--- config.mk ---
export PLATFORM = sky130hd
export DESIGN_NAME = sevenseg_scan_ctrl
export DESIGN_NICKNAME = d
export VERILOG_FILES = /design/src/rtl/sevenseg_scan_ctrl.sv
export SDC_FILE = /design/constraint.sdc
export NUM_CORES = 1
export LEC_CHECK = 0
export BUFFER_PORTS_ARGS = -buffer_cell sky130_fd_sc_hd__buf_2
export CORE_UTILIZATION = 58
export CTS_CLUSTER_SIZE = 24
export DETAILED_ROUTE_END_ITERATION = 8
export GPL_TIMING_DRIVEN = 0
export PLACE_DENSITY = 0.8
export SKIP_LAST_GASP = 1
export SLEW_MARGIN = 20
export SYNTH_ARGS = -nofsm -noshare
export SYNTH_HDL_FRONTEND = slang
export SYNTH_SLANG_ARGS = --single-unit
export TNS_END_PERCENT = 10
--- constraint.sdc ---
create_clock -name clk -period 2.55 [get_ports clk]
set_input_delay 0.255 -clock clk [delete_from_list [all_inputs] [get_ports clk]]
set_output_delay 0.255 -clock clk [all_outputs]
set_load 0.03 [all_outputs]
--- src/rtl/sevenseg_scan_ctrl.sv ---
// Time-multiplexed scan controller for a common-anode seven-segment display.
// One shared hex decoder, blanked slot starts, frame-synchronous double buffering.
module sevenseg_scan_ctrl #(
  parameter int unsigned NDIGITS      = 8,
  parameter int unsigned SLOT_CYCLES  = 1000,
  parameter int unsigned BLANK_CYCLES = 4
) (
  input  logic                   clk,
  input  logic                   rst_n,
  input  logic [4*NDIGITS-1:0]   value,
  input  logic [NDIGITS-1:0]     dp,
  input  logic                   load,
  input  logic [NDIGITS-1:0]     digit_en,
  input  logic                   lz_en,
  output logic [6:0]             segs_l,
  output logic                   dp_l,
  output logic [NDIGITS-1:0]     an_l,
  output logic                   frame_start,
  output logic                   pending
);

  localparam int unsigned CNT_W = (SLOT_CYCLES > 1) ? $clog2(SLOT_CYCLES) : 1;
  localparam int unsigned DIG_W = $clog2(NDIGITS);
  localparam int unsigned VAL_W = 4 * NDIGITS;

  typedef enum logic {
    ST_BLANK = 1'b0,
    ST_DRIVE = 1'b1
  } state_e;

  state_e               state_q, state_d;
  logic [CNT_W-1:0]     cnt_q, cnt_d;
  logic [DIG_W-1:0]     dig_q, dig_d;
  logic [VAL_W-1:0]     disp_q, pbuf_q;
  logic [NDIGITS-1:0]   ddp_q, pdp_q;
  logic                 pend_q;
  logic [6:0]           segs_q;
  logic                 dp_q;
  logic [NDIGITS-1:0]   an_q;
  logic                 frame_q;

  logic                 slot_end_c;
  logic                 boundary_c;
  logic [NDIGITS-1:0]   upper_zero_c;
  logic                 suppress_c;
  logic [3:0]           nib_c;

  function automatic logic [6:0] sevenseg_hex(input logic [3:0] nib);
    case (nib)
      4'h0:    return 7'b0000001;
      4'h1:    return 7'b1001111;
      4'h2:    return 7'b0010010;
      4'h3:    return 7'b0000110;
      4'h4:    return 7'b1001100;
      4'h5:    return 7'b0100100;
      4'h6:    return 7'b0100000;
      4'h7:    return 7'b0001111;
      4'h8:    return 7'b0000000;
      4'h9:    return 7'b0001100;
      4'hA:    return 7'b0001000;
      4'hB:    return 7'b1100000;
      4'hC:    return 7'b1110010;
      4'hD:    return 7'b1000010;
      4'hE:    return 7'b0110000;
      default: return 7'b0111000;
    endcase
  endfunction

  // Slot counter and digit index advance; the wrap to digit 0 is the frame boundary.
  always_comb begin
    slot_end_c = (cnt_q == CNT_W'(SLOT_CYCLES - 1));
    boundary_c = slot_end_c && (dig_q == DIG_W'(NDIGITS - 1));
    cnt_d      = slot_end_c ? '0 : cnt_q + CNT_W'(1);
    dig_d      = dig_q;
    if (slot_end_c) begin
      dig_d = (dig_q == DIG_W'(NDIGITS - 1)) ? '0 : dig_q + DIG_W'(1);
    end
    state_d = ((BLANK_CYCLES != 0) && (cnt_d < CNT_W'(BLANK_CYCLES))) ? ST_BLANK : ST_DRIVE;
  end

  // upper_zero_c[i] is set when display nibbles i..NDIGITS-1 are all zero.
  always_comb begin
    upper_zero_c = '0;
    upper_zero_c[NDIGITS-1] = (disp_q[VAL_W-1 -: 4] == 4'h0);
    for (int i = int'(NDIGITS) - 2; i >= 0; i--) begin
      upper_zero_c[i] = upper_zero_c[i+1] && (disp_q[4*i +: 4] == 4'h0);
    end
  end

  always_comb begin
    nib_c      = disp_q[{dig_q, 2'b00} +: 4];
    suppress_c = !digit_en[dig_q] ||
                 (lz_en && (dig_q != '0) && upper_zero_c[dig_q]);
  end

  // Scan state, buffers and registered pin drive.
  always_ff @(posedge clk or negedge rst_n) begin
    if (!rst_n) begin
      state_q <= ST_BLANK;
      cnt_q   <= '0;
      dig_q   <= '0;
      disp_q  <= '0;
      ddp_q   <= '0;
      pbuf_q  <= '0;
      pdp_q   <= '0;
      pend_q  <= 1'b0;
      segs_q  <= 7'h7F;
      dp_q    <= 1'b1;
      an_q    <= '1;
      frame_q <= 1'b0;
    end else begin
      state_q <= state_d;
      cnt_q   <= cnt_d;
      dig_q   <= dig_d;

      if (boundary_c) begin
        if (load) begin
          disp_q <= value;
          ddp_q  <= dp;
          pend_q <= 1'b0;
        end else if (pend_q) begin
          disp_q <= pbuf_q;
          ddp_q  <= pdp_q;
          pend_q <= 1'b0;
        end
      end else if (load) begin
        pbuf_q <= value;
        pdp_q  <= dp;
        pend_q <= 1'b1;
      end

      frame_q <= (cnt_q == '0) && (dig_q == '0);

      if ((state_q == ST_BLANK) || suppress_c) begin
        an_q   <= '1;
        segs_q <= 7'h7F;
        dp_q   <= 1'b1;
      end else begin
        an_q   <= ~(NDIGITS'(1) << dig_q);
        segs_q <= sevenseg_hex(nib_c);
        dp_q   <= ~ddp_q[dig_q];
      end
    end
  end

  assign segs_l      = segs_q;
  assign dp_l        = dp_q;
  assign an_l        = an_q;
  assign frame_start = frame_q;
  assign pending     = pend_q;

endmodule
* Word-level counts from Yosys, hierarchy flattened
Memory sizes are Yosys's and may differ from the RTL's.
Index checks and enable logic that the tools add are counted.
** Cells by class
- Mux-type cells :: 18
- Shift operators :: 2
- Reduce and logical (&&, ||, !) cells :: 29
- Bitwise gates (word level) :: 4
- $add $sub $neg :: 2
- Eq/ne operators :: 2
- $lt $le $gt $ge :: 2
** Operator list (count)
- two-way mux 32 bit :: 2
- logical NOT 4 bit :: 8
- indexed part select 32 x 6 -> 4 bit :: 1
- two-way mux 8 bit :: 3
- logical AND 1 bit :: 11
- adder 10 x 1 -> 10 bit, second input constant :: 1
- == test 10 bit, second input constant :: 1
- logical NOT 10 bit :: 1
- less-than comparator 10 x 3 -> 1 bit, second input constant :: 1
- two-way mux 10 bit :: 1
- binary-select mux 1 bit (select 3 bit) :: 3
- NOT 8 bit :: 1
- left shift 1 x 3 -> 8 bit, first input constant :: 1
- two-way mux 1 bit :: 7
- two-way mux 7 bit :: 1
- less-than comparator 3 x 4 -> 1 bit, second input constant :: 1
- AND reduction 2 bit :: 2
- nonzero test 2 bit :: 2
- adder 3 x 1 -> 3 bit, second input constant :: 1
- == test 3 bit, second input constant :: 1
- logical NOT 3 bit :: 1
- two-way mux 3 bit :: 1
- NOT 1 bit :: 3
- nonzero test 3 bit :: 1
- other kinds (2) :: 3
** Storage, ports and cells
- Bits in read-only memories :: 112
- Input port bits :: 52
- Memories kept :: 1
- Register bits :: 112
** Memory list
- (no name shown) :: words 16, width 7, read ports 1, clocked after Yosys merged registers in 0, write ports 0, RTL line 49 : case (nib)

* Logic depth before layout (Yosys ltp)
- Depth after elaboration :: 14
- Depth in mapped cells :: 10
- Depth with buffers taken out :: 8

* Least setup slack after synthesis
OpenSTA, ideal clock, no wires.
- Path type :: reg-to-reg
- Start point :: reg dig_q[0]
- End point :: reg segs_q[3], in the netlist segs_l[3]
- Stages on the path, launching flop included :: 11
- Arrival time :: 2262 ps
- Library setup time :: 72 ps
- Data required time :: 2478 ps
- Setup slack :: 216 ps
- Clock period less this slack :: 2334 ps
- Path through :: dfrtp_1 -> buf_6 -> buf_6 -> mux4_2 -> mux2_2 -> clkinv_1 -> ha_1 -> inv_1 -> a211oi_1 -> a31o_1 -> o21ai_1
** On the way
- Word-level cells in the longest chain between the ends :: 6
** RTL lines
- start, declared :: RTL line 33 : logic [DIG_W-1:0] dig_q, dig_d;
- start signal, assigned :: RTL line 114 : dig_q <= dig_d;
- branches (longest 5 deep; another with memory read (16 x 7 bit))
- two-way mux 7 bit * :: RTL line 134 : if ((state_q == ST_BLANK) || suppress_c) begin
- end signal, assigned :: RTL line 140 : segs_q <= sevenseg_hex(nib_c);
- end, declared :: RTL line 37 : logic [6:0] segs_q;
Mark *: on every way between the ends. The select of a mux whose other input is x is not followed.
A chain may end at the register's enable or synchronous reset.

* Worst setup path after layout
Same ends and word-level chain as after synthesis.

==> metrics.cfg <==
[status]
status = completed

[drt]
num_vias = 3884
drc = 0
drt_iter0_drc = 245
routedWlPerCell_um = 16.0
dr.pass1.iters = 4
vias_per_cell = 5.65
routed_wl_um = 11000
antenna_left = 0

[critical_path]
r2r_slack_ns = 0.11
path_cells = buf_6, buf_6, mux4_2, mux2_4, clkinvlp_4, ha_1, inv_1, a211oi_1, a31o_1, o21ai_1
crit_required_ns = 2.85
r2r_end = segs_l[3]
critPathKind = reg2reg
slowest_delay_ns = 0.52
cp-end-kind = flop
startpoint_type = flop
worst-r2r-cell-count = 10
arrival_ns = 2.74
cpMostUsedCell = buf_6
critPathMaxFanout = 10
timing.rr.start = dig_q[0]
slowest_stage = mux4_2

[clock_tree]
cts_tree = built
cts_root_buf = clkbuf_8
clock_path_buffers = 2
cts.sink_count = 112
htreeDepth = 3
cts_buffers = 9
clk_pin_slew_ns = 0.10
clk_latency_ns = 0.37

[run]
max_cap_violations = 0

[sta]
maxSlewHeadroom_pct = 50.9
timing.fmax_ghz = 0.410
hold-worst-slack_ns = 0.105
finClkSkew_ns = 0.00738
rsz0062_at_grt = true
drv_slew = 0
finalCritPeriodShare_pct = 95.7
layout_min_cycle_time_ns = 2.44
finalHoldViolCount = 0
tightest_slew_ns = 0.737
setup_viol = 0
layout_setup_ws_ns = 0.111

[yosys]
syn_inst = 469
yosysWarnings = 0
synth-main-ff-cell = dfrtp_1
ys_seq_elements = 112
synth.avg_cell_area_um2 = 11.8
synth.cell_area_mm2 = 0.00553
synth_edf_count = 0
postSynthNetCount = 535
async_reset_ff_share_pct = 100
seq_area_frac_synth_pct = 51.1
ys_types = 53

[worst_hold_path]
min_path_cells = 2
hold_end = pbuf_q[20]
holdCritPathClass = in2reg
hp-start = value[20]

[place]
portBuffers = 68
dp.cells = 667
gp_congestion = 0.874
dp_slack_ns = -0.0441
dp_hpwl_um = 8130

[final_layout]
final-instance-count-excl-fill = 687
utilization_pct = 68.1
n_antenna_cell = 0
drive_gt1_share_pct = 25.8
area_growth_pct = 13.8
ff_latch_area_mm2 = 0.00282
multiInputGateArea_mm2 = 0.00253
fin_nets = 619
fill_cells = 709

[global_routing]
antenna_found_initial = 0
grt_start_max_net_pins = 82
gr-total-overflow = 0
track_usage_pct = 24.8
grt_pass1_vias = 3972
grt_first_pass_wirelength_um = 19100

[power]
power_density_mw_per_mm2 = 495
ir_worst_vdd_uv = 261
power.leakage_uw = 0.00277

[floorplanning]
ios = 70
core_area_mm2 = 0.00924
fp.dieH_um = 99.6
die-width_um = 99.6
initial_core_util_pct = 59.8
core.rowCount = 35
dieArea_mm2 = 0.00993

==> cell usage in the layout, fill, tap and decap left out, drive strengths merged, types with 3 or more instances in the layout <==
| cell | n |
|---|---|
| buf | 85 |
| and3 | 3 |
| mux2i | 45 |
| nor2 | 17 |
| nand4 | 4 |
| nand2 | 59 |
| xnor2 | 6 |
| dfrtp | 96 |
| nor3 | 5 |
| xor2 | 3 |
| ha | 14 |
| nand3 | 11 |
| o21ai | 48 |
| inv | 10 |
| mux4 | 12 |
| clkinvlp | 4 |
| nor4 | 7 |
| clkbuf | 29 |
| mux2 | 44 |
| dfstp | 16 |
| a21oi | 5 |
==> synthesized netlist by cell type, types with 2 or more instances <==
| cell type | count | area share, % |
|---|---|---|
| a211o_1 | 2 | 0.32 |
| a21oi_1 | 5 | 0.45 |
| a22o_1 | 2 | 0.32 |
| and3_1 | 3 | 0.34 |
| buf_2 | 10 | 0.91 |
| buf_6 | 3 | 0.61 |
| clkbuf_1 | 17 | 1.2 |
| dfrtp_1 | 96 | 43 |
| dfstp_2 | 16 | 7.6 |
| ha_1 | 14 | 3.2 |
| inv_1 | 8 | 0.54 |
| mux2_1 | 41 | 8.4 |
| mux2_2 | 2 | 0.41 |
| mux2i_1 | 43 | 7.8 |
| mux2i_4 | 2 | 0.81 |
| mux4_2 | 12 | 4.9 |
| nand2_1 | 59 | 4.0 |
| nand2b_1 | 2 | 0.23 |
| nand3_1 | 11 | 1.0 |
| nand3b_1 | 2 | 0.27 |
| nand4_1 | 4 | 0.45 |
| nor2_1 | 17 | 1.2 |
| nor2b_1 | 2 | 0.23 |
| nor3_1 | 5 | 0.45 |
| nor4_1 | 6 | 0.68 |
| nor4b_1 | 2 | 0.32 |
| o211ai_2 | 2 | 0.45 |
| o21ai_0 | 6 | 0.54 |
| o21ai_1 | 42 | 3.8 |
| o311ai_2 | 2 | 0.59 |
| o41ai_1 | 2 | 0.32 |
| xnor2_1 | 6 | 0.95 |
| xor2_1 | 3 | 0.48 |
==> area by class of cell <==
class | count | share of cell area, %
Clock buffer | 11 | 2.09
Multi-Input combinational cell | 316 | 40.2
Tap cell | 129 | 2.57
Clock inverter | 5 | 0.676
Buffer | 31 | 2.51
Inverter | 10 | 0.656
Timing Repair Buffer | 73 | 6.46
Sequential cell | 112 | 44.9
==> flip-flops by register name (all words and copies together) (netlist names), 3 cells and up <==
signal,cells
cnt_q,10
ddp_q,8
segs_l,7
pdp_q,8
an_l,8
pbuf_q,32
dig_q,3
disp_q,32
==> report_power, final <==
part	total, uW	internal [uW]	leakage (uW)	switching (uW)
clock	963	365	0.0000777	598
combinational	270	124	0.00130	146
sequential	1880	1850	0.00139	31.6
==> routing by layer <==
layer	part of all wire, %	vias up	global-route usage, %
met3	3.8	22	3.23
met4	2.4	0	11.2
met5	0	-	0
met1	44	1915	33.3
met2	50	102	40.7
li1	-	1845	-
==> stage by stage <==
stage          cell area, um^2  setup TNS, ns  total power, uW
6_report                  6290              0             3110
5_1_grt                   6290       -0.00586             3260
4_1_cts                   6260              0             3150
3_5_place_dp              6060        -0.0441             2190
3_3_place_gp              6030              0             2160
2_1_floorplan             5530              0             2050
==> timing repair <==
item | CTS | global route
endpoints found under the hold margin | 15 | 0
gates cloned | 0 | 0
hold buffers | 1 | 0
gates resized for setup | 0 | 4
endpoints found under the setup margin | 1 | 3
buffers inserted | 2 | 1
pin swaps | 0 | 0
==> how the worst max path moves through the flow <==
stage                        start  cells after the start  slack (ns)         to
after floorplan           dig_q[0]                     10        0.22  segs_l[3]
after global placement    dig_q[0]                     10        0.02  segs_l[3]
after detailed placement  dig_q[0]                     10       -0.04  segs_l[3]
after CTS                 dig_q[0]                     10         0.1  segs_l[3]
after global routing      dig_q[0]                      9      -0.006  segs_l[3]
final                     dig_q[0]                     10        0.11  segs_l[3]
==> worst max-delay path, delay by kind of cell, from the launching register on <==
family                   cells  cell delay (ns)
multiplexers                 2             0.85
adder cells (fa/ha/maj)      1             0.27
flip-flops                   1             0.39
buffers and inverters        4             0.48
AO/OA/AOI/OAI                3             0.38
==> logic make-up (layout without fill, tap and decap cells) <==
logic type                 count (synthesis)  in the layout  share of synthesized area (%)
AOI/OAI and AO/OA                         75             75                           8.65
xor gates and xnor gates                   9              9                           1.43
adders and majority gates                 14             14                           3.17
buffers and inverters                     41            130                           3.49
DFF                                      112            112                           51.1
muxes                                    101            101                           22.5
and+or+nand+nor                          117            117                           9.69
Power figures use the tool's default switching activity.
